File: config.mk
export PLATFORM = sky130hd
export DESIGN_NAME = xdma_grant_manager_mc
export DESIGN_NICKNAME = d
export VERILOG_FILES = /design/src/rtl/xdma_pkg.sv /design/src/rtl/xdma_rr_arbiter.sv /design/src/rtl/xdma_grant_manager_mc.sv
export SDC_FILE = /design/constraint.sdc
export NUM_CORES = 1
export LEC_CHECK = 0
export CORE_AREA = 4 4 156 158
export CTS_BUF_LIST = sky130_fd_sc_hd__clkbuf_4 sky130_fd_sc_hd__clkbuf_8
export CTS_CLUSTER_DIAMETER = 100
export DETAILED_ROUTE_END_ITERATION = 12
export DIE_AREA = 0 0 160 162
export HOLD_SLACK_MARGIN = 0.03
export PLACE_DENSITY = 0.75
export SYNTH_ARGS = -nofsm -noshare
export SYNTH_HDL_FRONTEND = slang
export SYNTH_SLANG_ARGS = --single-unit
File: constraint.sdc
create_clock -name clk_i -period 4.45 [get_ports clk_i]
set_clock_uncertainty 0.05 [all_clocks]
set_input_delay 0.6675 -clock clk_i [delete_from_list [all_inputs] [get_ports clk_i]]
set_output_delay 0.6675 -clock clk_i [all_outputs]
set_load 0.02 [all_outputs]
File: src/rtl/xdma_pkg.sv
`default_nettype none
// ============================================================================
// Module      : xdma_pkg
// Description : Shared xDMA grant-manager types and constants.
// Revision    : 1.0
// ============================================================================
package xdma_pkg;

  localparam int unsigned c_addr_w = 32;

  localparam logic [c_addr_w-1:0] ClusterXDMAGRANTMMIOOffset = 32'h0002_0000;

  typedef struct packed {
    logic [7:0]          dma_id;
    logic [19:0]         dma_length;
    logic [1:0]          dma_type;
    logic [c_addr_w-1:0] src_addr;
    logic                ready_to_transfer;
  } xdma_from_remote_data_accompany_cfg_t;

  typedef struct packed {
    logic [7:0]          dma_id;
    logic [c_addr_w-1:0] from;
    logic [23:0]         reserved;
  } xdma_to_remote_grant_t;

  typedef struct packed {
    logic [7:0]          dma_id;
    logic [19:0]         dma_length;
    logic [1:0]          dma_type;
    logic [c_addr_w-1:0] remote_addr;
    logic                ready_to_transfer;
  } xdma_req_desc_t;

  typedef enum logic [1:0] {
    IDLE        = 2'd0,
    PENDING     = 2'd1,
    QUEUED      = 2'd2,
    WAIT_FINISH = 2'd3
  } xdma_chan_state_e;

endpackage
`default_nettype wire

File: src/rtl/xdma_rr_arbiter.sv
`default_nettype none
// ============================================================================
// Module      : xdma_rr_arbiter
// Description : Round-robin arbiter; pointer moves past the winner on advance.
// Revision    : 1.0
// ============================================================================
module xdma_rr_arbiter #(
  parameter int unsigned NumChannels = 4,
  parameter int unsigned IdxWidth    = (NumChannels > 1) ? $clog2(NumChannels) : 1
) (
  input  logic                   clk_i,
  input  logic                   rst_i,
  input  logic [NumChannels-1:0] req_i,
  input  logic                   advance_i,
  output logic [NumChannels-1:0] gnt_o,
  output logic [IdxWidth-1:0]    idx_o,
  output logic                   valid_o
);

  logic [IdxWidth-1:0] r_ptr;
  logic [IdxWidth-1:0] w_pos;

  // Scan from the pointer upwards; the first requester found wins.
  always_comb begin
    gnt_o   = '0;
    idx_o   = '0;
    valid_o = 1'b0;
    w_pos   = '0;
    for (int unsigned i = 0; i < NumChannels; i++) begin
      w_pos = IdxWidth'((32'(r_ptr) + i) % NumChannels);
      if (!valid_o && req_i[w_pos]) begin
        gnt_o[w_pos] = 1'b1;
        idx_o        = w_pos;
        valid_o      = 1'b1;
      end
    end
  end

  always_ff @(posedge clk_i or posedge rst_i) begin
    if (rst_i) begin
      r_ptr <= '0;
    end else if (advance_i && valid_o) begin
      r_ptr <= (idx_o == IdxWidth'(NumChannels - 1)) ? '0 : idx_o + 1'b1;
    end
  end

endmodule
`default_nettype wire

File: src/rtl/xdma_grant_manager_mc.sv
`default_nettype none
// ============================================================================
// Module      : xdma_grant_manager_mc
// Description : Multi-channel grant manager with a registered round-robin slot.
// Revision    : 1.0
// ============================================================================
module xdma_grant_manager_mc
  import xdma_pkg::*;
#(
  parameter int unsigned          NumChannels     = 4,
  parameter int unsigned          ChanIdxWidth    = (NumChannels > 1) ? $clog2(NumChannels) : 1,
  parameter int unsigned          CntWidth        = 16,
  parameter logic [c_addr_w-1:0]  GrantMmioOffset = ClusterXDMAGRANTMMIOOffset
) (
  input  logic                                                  clk_i,
  input  logic                                                  rst_i,
  input  xdma_from_remote_data_accompany_cfg_t [NumChannels-1:0] cfg_i,
  output xdma_req_desc_t                                        grant_desc_o,
  output xdma_to_remote_grant_t                                 grant_o,
  output logic [ChanIdxWidth-1:0]                               grant_chan_o,
  output logic                                                  grant_valid_o,
  input  logic                                                  grant_ready_i,
  output logic [NumChannels-1:0]                                chan_busy_o,
  output logic [CntWidth-1:0]                                   grant_cnt_o
);

  xdma_chan_state_e                     r_state [NumChannels];
  logic [NumChannels-1:0]               w_rtt;
  logic [NumChannels-1:0]               w_req;
  logic [NumChannels-1:0]               w_win;
  logic [ChanIdxWidth-1:0]              w_win_idx;
  logic                                 w_win_valid;
  logic                                 w_load;
  logic                                 w_hs;
  xdma_from_remote_data_accompany_cfg_t w_sel;

  assign w_hs   = grant_valid_o && grant_ready_i;
  assign w_load = !grant_valid_o || grant_ready_i;
  assign w_sel  = cfg_i[w_win_idx];

  xdma_rr_arbiter #(
    .NumChannels (NumChannels),
    .IdxWidth    (ChanIdxWidth)
  ) u_arb (
    .clk_i     (clk_i),
    .rst_i     (rst_i),
    .req_i     (w_req),
    .advance_i (w_load),
    .gnt_o     (w_win),
    .idx_o     (w_win_idx),
    .valid_o   (w_win_valid)
  );

  for (genvar c = 0; c < NumChannels; c++) begin : g_chan
    xdma_chan_state_e w_state_nxt;

    assign w_rtt[c]       = cfg_i[c].ready_to_transfer;
    // A revoked channel must not win, so rtt gates the request directly.
    assign w_req[c]       = (r_state[c] == PENDING) && w_rtt[c];
    assign chan_busy_o[c] = (r_state[c] != IDLE);

    always_comb begin
      w_state_nxt = r_state[c];
      unique case (r_state[c])
        IDLE:        if (w_rtt[c]) w_state_nxt = PENDING;
        PENDING: begin
          if (!w_rtt[c])             w_state_nxt = IDLE;
          else if (w_load && w_win[c]) w_state_nxt = QUEUED;
        end
        // Only the slot owner can be QUEUED, so any handshake is its own.
        QUEUED:      if (w_hs) w_state_nxt = WAIT_FINISH;
        WAIT_FINISH: if (!w_rtt[c]) w_state_nxt = IDLE;
        default:     w_state_nxt = IDLE;
      endcase
    end

    always_ff @(posedge clk_i or posedge rst_i) begin
      if (rst_i) r_state[c] <= IDLE;
      else       r_state[c] <= w_state_nxt;
    end
  end

  always_ff @(posedge clk_i or posedge rst_i) begin
    if (rst_i) begin
      grant_valid_o <= 1'b0;
      grant_desc_o  <= '0;
      grant_o       <= '0;
      grant_chan_o  <= '0;
    end else if (w_load) begin
      grant_valid_o <= w_win_valid;
      if (w_win_valid) begin
        grant_chan_o                   <= w_win_idx;
        grant_desc_o.dma_id            <= w_sel.dma_id;
        grant_desc_o.dma_length        <= w_sel.dma_length;
        grant_desc_o.dma_type          <= w_sel.dma_type;
        grant_desc_o.remote_addr       <= w_sel.src_addr + GrantMmioOffset;
        grant_desc_o.ready_to_transfer <= 1'b1;
        grant_o.dma_id                 <= w_sel.dma_id;
        grant_o.from                   <= w_sel.src_addr;
        grant_o.reserved               <= '0;
      end
    end
  end

  always_ff @(posedge clk_i or posedge rst_i) begin
    if (rst_i) begin
      grant_cnt_o <= '0;
    end else if (w_hs && (grant_cnt_o != '1)) begin
      grant_cnt_o <= grant_cnt_o + 1'b1;
    end
  end

endmodule
`default_nettype wire

==> flow_metrics.tcl, run 1 <==
set metrics [dict create \
    path_max_fanout 50 \
    final_antenna_net_count 0 \
    nets 1519 \
    cts_max_path_buffers 2 \
    cts_hold_buf 0 \
    crit_required_ns 4.65 \
    drt_wl_total_mm 25.7 \
    netlist_area_mm2 0.00719 \
    die_area_mm2 0.0259 \
    die_x_um 160 \
    drt-initial-drc-count 428 \
    r2r_setup_slack_ns 0.31 \
    worstMarginPinSlew_ns 0.793 \
    synthCells 935 \
    finalSetupTns_ns 0 \
    synth-xor-area-share_pct 2.93 \
    postSynthAreaPerCell_um2 7.69 \
    dp_hpwl_mm 20.4 \
    stdcell_area_mm2 0.0111 \
    startpoint_type "register" \
    area_growth_pct 55.1 \
    slew_viol_final 0 \
    min_period_over_period_pct 93.0 \
    grt_pass1_vias 7253 \
    grt_max_degree 97 \
    cp.arrival_ns 4.34 \
    first_pass_iters 4 \
    clock-sinks 107 \
    power.density_mw_per_mm2 777 \
    critPathSlowestCell "ha_1" \
    yosysSeqAreaShare_pct 37.3 \
    dpl_cell_area_mm2 0.0110 \
    p_leak_nw 4.81 \
    fmax_mhz 242 \
    htreeDepth 3 \
    drc 0 \
    synthesis.yosys.warnings 0 \
    ys_ff_latch 107 \
    max_stage_delay_ns 0.61 \
    path_clk_slew_ns 0.12 \
    cts_buffers 9 \
    max_cap_viol_count 0 \
    ioPinCount 405 \
    synthArstFlopShare_pct 100 \
    antenna_found_initial 0 \
    post_drt_wl_per_cell_um 16.6 \
    crit_chain "inv_1 > ha_1 > nand2_1 > a2111oi_0 > o41a_2 > buf_6 > mux4_2 > nand4_2 > nor4_1 > xor2_1 > o21ai_1" \
    diodes 0 \
    synth_compound_area_share_pct 12.4 \
    io_buffers 380 \
    via_per_inst 4.79 \
    clock_latency_ns 0.38 \
    slew_headroom_pct 47.0 \
    cp-end-kind "register" \
    cts_tree "built" \
    synth_top_family_by_area "simple AND/OR/NAND/NOR gates" \
    final-hold-violation-count 0 \
    ir_drop_mv 0.450 \
    rsz0062_at_grt "false" \
    core_mm2 0.0231 \
    num_rows 56 \
    setup_viol 0 \
    status "finished clean" \
    grt.total_usage_pct 18.8 \
    synth-simple-area-share_pct 28.8 \
    drive_gt1_share_pct 5.56 \
    initial_utilization_pct 31.1 \
    path_buf_inv 2 \
    crit_type "register to register" \
    dieHeight_um 162 \
    synthMuxAreaShare_pct 7.31 \
    grt_overflow_total 0 \
    fin_crit_ns 4.14 \
    cts-root-buf "clkbuf_8" \
    synthDistinctLibCells 58 \
    synthAdderAreaFrac_pct 1.74 \
    synth_ff_type "dfrtp_1" \
    gp_congestion 0.872 \
    grt_pass1_wl_mm 39.1 \
    synth-edff-count 0 \
    cp_top_family "compound AO/OA/AOI/OAI gates" \
    hp-class "register to register" \
    num_vias 7425 \
]
-- worst register-to-register path, cell delays in order (launching register included) --
cell and delay [ns]:
dfrtp_1 0.54, inv_1 0.20, ha_1 0.61, nand2_1 0.14
a2111oi_0 0.53, o41a_2 0.40, buf_6 0.35, mux4_2 0.38
nand4_2 0.16, nor4_1 0.34, xor2_1 0.23, o21ai_1 0.08
-- cell type report --
type | instances | area [µm²]
tap | 290 | 363
timing repair buffer | 394 | 3950
inverter | 9 | 36.3
multi-input combinational | 733 | 3930
sequential | 107 | 2680
clock buffer | 10 | 138
fill | 2267 | 12000
clock inverter | 6 | 48.8
-- synth_stat cells (7+ instances only) --
cell        n  area, µm²
o21ai_0   110        551
dfrtp_1   107       2680
nand3_1    60        300
nor2_1     20       75.1
ha_1       10        125
a21oi_1    11       55.1
buf_2       7       35.0
xnor2_1    17        149
and3_1      7       43.8
xor2_1      7       61.3
inv_1       8       30.0
nand2_1   352       1320
mux2i_1    15        150
buf_4      49        368
mux4_2     13        293
buf_1       8       30.0
clkbuf_1   41        154
-- path summary, 6_finish.rpt --
path / start / to / depth (start not counted)
max reg2reg: u_arb.r_ptr[1] / grant_desc_o[29] / 11
min: grant_desc_o[0] / grant_desc_o[0] / 1
max: u_arb.r_ptr[1] / grant_desc_o[29] / 11
max in group asynchronous: rst_i / grant_desc_o[27] / 3
min reg2reg: grant_desc_o[0] / grant_desc_o[0] / 1
min in group asynchronous: rst_i / grant_cnt_o[11] / 2
-- state kept, by name, summed over array words and instances, names as in the netlist, named ones only --
name,count
grant_chan_o,2
grant_cnt_o,16
grant_desc_o,55
grant_o,23
grant_valid_o,1
r_state,4
u_arb.r_ptr,2
-- cell usage in the layout, fill, tap and decap left out, types with 4 or more instances in the layout --
| master | synthesis | final |
|---|---|---|
| clkdlybuf4s50_1 | 0 | 380 |
| nand2_1 | 352 | 352 |
| o21ai_0 | 110 | 110 |
| dfrtp_1 | 107 | 107 |
| nand3_1 | 60 | 60 |
| conb_1 | 1 | 24 |
| nor2_1 | 20 | 20 |
| xnor2_1 | 17 | 17 |
| mux2i_1 | 15 | 15 |
| mux4_2 | 13 | 13 |
| a21oi_1 | 11 | 11 |
| ha_1 | 10 | 10 |
| clkbuf_8 | 0 | 10 |
| buf_4 | 49 | 10 |
| inv_1 | 8 | 7 |
| xor2_1 | 7 | 7 |
| nor3_1 | 6 | 6 |
| and3_1 | 7 | 6 |
| mux2_2 | 6 | 6 |
| nor4_1 | 5 | 5 |
| or2_2 | 5 | 5 |
| nand4_1 | 5 | 5 |
| o21ai_1 | 5 | 5 |
| and3b_1 | 4 | 4 |
| nand3b_1 | 4 | 4 |
| a22oi_1 | 4 | 4 |
| a211oi_1 | 4 | 4 |
-- through the flow --
| stage | power, mW | hold slack, ns | cells | utilization, % | setup slack [ns] |
|---|---|---|---|---|---|
| 6_report | 8.66 | 0.431 | 1549 | 48.2 | 0.313 |
| 2_1_floorplan | 5.96 | 0.414 | 958 | - | 0.493 |
| 5_1_grt | 9.48 | 0.450 | 1549 | 48.2 | 0.0397 |
| 4_1_cts | 8.78 | 0.434 | 1549 | 48.2 | 0.245 |
| 3_5_place_dp | 8.16 | 0.401 | 1533 | 47.4 | 0.149 |
| 3_3_place_gp | 8.02 | 0.402 | 1533 | 47.4 | 0.208 |
-- where the power goes --
part	internal [mW]	total, mW	switching, mW
Clock	0.226	0.599	0.374
Combinational	2.54	6.29	3.74
Sequential	1.43	1.78	0.347
Total	4.20	8.66	4.47
-- what timing repair did --
action / 4_1_cts / 5_1_grt
gates resized for setup: 0 / 1
setup endpoints to repair: 0 / 2
hold endpoints to repair: 0 / 0
buffers inserted: 0 / 0
-- logic make-up (layout without fill, tap and decap cells) --
| family | count (synthesis) | after routing |
|---|---|---|
| other | 1 | 24 |
| XOR/XNOR | 24 | 24 |
| adder cells (fa/ha/maj) | 10 | 10 |
| flip-flops | 107 | 107 |
| AND/OR/NAND/NOR | 481 | 481 |
| buffers and inverters | 118 | 419 |
| AO/OA/AOI/OAI | 159 | 159 |
| multiplexers | 35 | 35 |
-- routing by layer --
| layer | vias up | GRT usage (%) | wire length (µm) |
|---|---|---|---|
| met1 | 3403 | 22.6 | 10500 |
| met4 | 0 | 5.91 | 577 |
| met3 | 37 | 4.34 | 1680 |
| met2 | 275 | 33.4 | 13000 |
| met5 | - | 0 | 0 |
| li1 | 3710 | - | - |
No activity file was read; power rests on OpenSTA's default activity.
==> run 2: changes to the inputs <==
CTS_CLUSTER_SIZE = 8   (was unset)
==> results of run 2 <==
Final layout, timing and power as in run 1 (identical DEF).
==> run 3: changes to the inputs <==
ABC_CLOCK_PERIOD_IN_PS = 4450   (was unset)
CORE_AREA = 4 4 154 156   (was 4 4 156 158)
DIE_AREA = 0 0 158 160   (was 0 0 160 162)
PLACE_DENSITY = 0.74   (was 0.75)
SYNTH_HIERARCHICAL = 1   (was unset)
==> run 3 against run 2 <==
  * Sequential share of layout area is 0.61 points higher
  * Register-to-register slack better by 0.07 ns
  * Critical path depth did not move
  * Worst setup slack improved by 0.072 ns
  * Clock power increased by 8.2%
  * First-iteration DRC count shrank 13%
  * Global-route usage grew 0.54 points
  * Wire length decreased by 2.7%
  * Area after synthesis is 5.1% lower
  * Largest cell class unchanged
==> flow_metrics.tcl, run 3 <==
set metrics [dict create \
    worstMarginPinSlew_ns 0.775 \
    core_mm2 0.0224 \
    rr_startpoint "u_arb/r_ptr[1]" \
    dp_hpwl_mm 20.6 \
    netlist_area_mm2 0.00682 \
    yosys-top-cells-count "nand2_1 (229), dfrtp_1 (107), mux4_2 (62)" \
    grt_pass1_vias 6457 \
    p_leak_nw 4.49 \
    fmax_mhz 246 \
    path_max_fanout 14 \
    first_pass_iters 4 \
    htreeDepth 3 \
    io_buffers 380 \
    grt_overflow_total 0 \
    drt-initial-drc-count 374 \
    yosysSeqAreaShare_pct 39.3 \
    grt_pass1_wl_mm 37.4 \
    r2r_setup_slack_ns 0.39 \
    final_util_pct 48.6 \
    cp-end-kind "register" \
    rsz0062_at_grt "false" \
    cts_buffers 9 \
    largest_reg_flops 55 \
    drive_gt1_share_pct 11.1 \
    ys_ff_latch 107 \
    cts_max_path_buffers 2 \
    hp-class "register to register" \
    crit_required_ns 4.66 \
    r2r_cells 11 \
    path_buf_inv 1 \
    stdcell_area_mm2 0.0109 \
    worst_slack_ns 0.385 \
    min_period_over_period_pct 91.3 \
    max_cap_viol_count 0 \
    synthesis.yosys.warnings 6 \
    grt_max_degree 59 \
    cp.arrival_ns 4.27 \
    synth_area_leaders "dfrtp_1 (39%), mux4_2 (20%), nand2_1 (13%)" \
    cts_tree "built" \
    yosysMostFrequentCell "nand2_1" \
    final_cell_count_no_fill 1297 \
    startpoint_type "register" \
    antenna_found_initial 0 \
    final_cell_mix "clkdlybuf4s50_1 (380), nand2_1 (227), dfrtp_1 (107)" \
    die_area_mm2 0.0253 \
    postSynthAreaPerCell_um2 10.3 \
    layout_commonest_cell "clkdlybuf4s50_1" \
    setup_viol 0 \
    nets 1269 \
    r2r_end "grant_desc_o[32]" \
    power_mw 9.14 \
    fin_hold_ws_ns 0.424 \
    final-hold-violation-count 0 \
    via_per_inst 4.80 \
    dieHeight_um 160 \
    crit_type "register to register" \
    dp.cells 1281 \
    area_growth_pct 59.4 \
    critPathSlowestCell "dfrtp_1" \
    yosysTopAreaCell "dfrtp_1" \
    status "finished clean" \
    synth-edff-count 0 \
    num_rows 55 \
    min_from "grant_desc_o[0]" \
    reg_top3 "grant_desc_o x55, grant_o x23, grant_cnt_o x16" \
    clock_latency_ns 0.39 \
    hold_path_end "grant_desc_o[0]" \
    drt_wl_total_mm 25.0 \
    synthArstFlopShare_pct 100 \
    ir_drop_mv 0.385 \
    slew_viol_final 0 \
    initial_utilization_pct 30.5 \
    diodes 0 \
    cp_top_family "multiplexers" \
    grt.total_usage_pct 19.3 \
    max_stage_delay_ns 0.58 \
    hold_depth 1 \
    cts_setup_buffers 0 \
    finalSetupTns_ns 0 \
    cts_resized 0 \
    ioPinCount 405 \
    top_register "grant_desc_o" \
    final_antenna_net_count 0 \
    synth_ff_type "dfrtp_1" \
    yosysTopAreaCellShare_pct 39.3 \
    dpl_cell_area_mm2 0.0107 \
    cts-root-buf "clkbuf_8" \
    drc 0 \
    synthDistinctLibCells 52 \
    post_drt_wl_per_cell_um 19.3 \
    die_x_um 158 \
    fin_crit_ns 4.06 \
    path_clk_slew_ns 0.12 \
    synthCells 663 \
    crit_chain "inv_1 > ha_1 > mux4_2 > o21ai_0 > nand2_4 > mux4_2 > ha_1 > and4_1 > nand4_1 > xor2_1 > o21ai_0" \
    dp_slack_ns 0.0402 \
    slew_headroom_pct 48.3 \
    cts_hold_buf 0 \
    clock-sinks 107 \
    num_vias 6229 \
    gp_congestion 0.863 \
    power.density_mw_per_mm2 841 \
]
==> run 3: cell count changes after synthesis, moves of 10 or more <==
cell and change:
nor2_1 -10, nand2_1 -123, o21ai_0 -93, mux2i_1 -15
clkbuf_1 -25, nand3_1 -52, mux4_2 +49
==> run 3: where the power goes <==
group          total [mW]  internal, mW  switching, mW  leakage (nW)
combinational        6.68          3.15           3.53          3.07
clock               0.648         0.273          0.375        0.0945
sequential           1.81          1.45          0.359          1.32
total                9.14          4.88           4.26          4.49
==> run 3: cells by family (layout without fill, tap and decap cells) <==
logic type	after synthesis	after routing	share of synthesized area, %
mux	68	68	22.3
fa+ha+maj	7	7	1.28
flops	107	107	39.3
simple gates	291	291	18.7
xor+xnor	29	29	3.72
compound gates	65	65	5.87
other cells	1	24	0.0550
buf+inv	95	421	8.75
==> run 3: final cells by class <==
cell class	instances	area (µm²)
Clock buffer	10	131
Multi-Input combinational cell	484	3650
Fill cell	2057	11500
Sequential cell	107	2680
Timing Repair Buffer	395	3940
Tap cell	285	357
Inverter	10	40.0
Clock inverter	6	72.6
==> run 3: worst max path at each step <==
stage	startpoint	end	slack, ns	depth (start not counted)
6_report	u_arb/r_ptr[1]	grant_desc_o[32]	0.39	11
5_1_grt	u_arb/r_ptr[1]	grant_desc_o[30]	0.17	11
4_1_cts	u_arb/r_ptr[1]	grant_desc_o[32]	0.38	11
3_5_place_dp	cfg_i[126]	grant_desc_o[30]	0.04	13
3_3_place_gp	cfg_i[126]	grant_desc_o[30]	0.20	12
2_1_floorplan	register	grant_desc_o[32]	0.89	15
==> run 3: routing by layer <==
layer	vias to the layer above	global-route usage [%]	routed length [µm]
li1	2938	-	-
met2	255	34.1	13000
met4	0	4.42	347
met3	22	5.45	1950
met1	3014	23.3	9780
met5	-	0	0
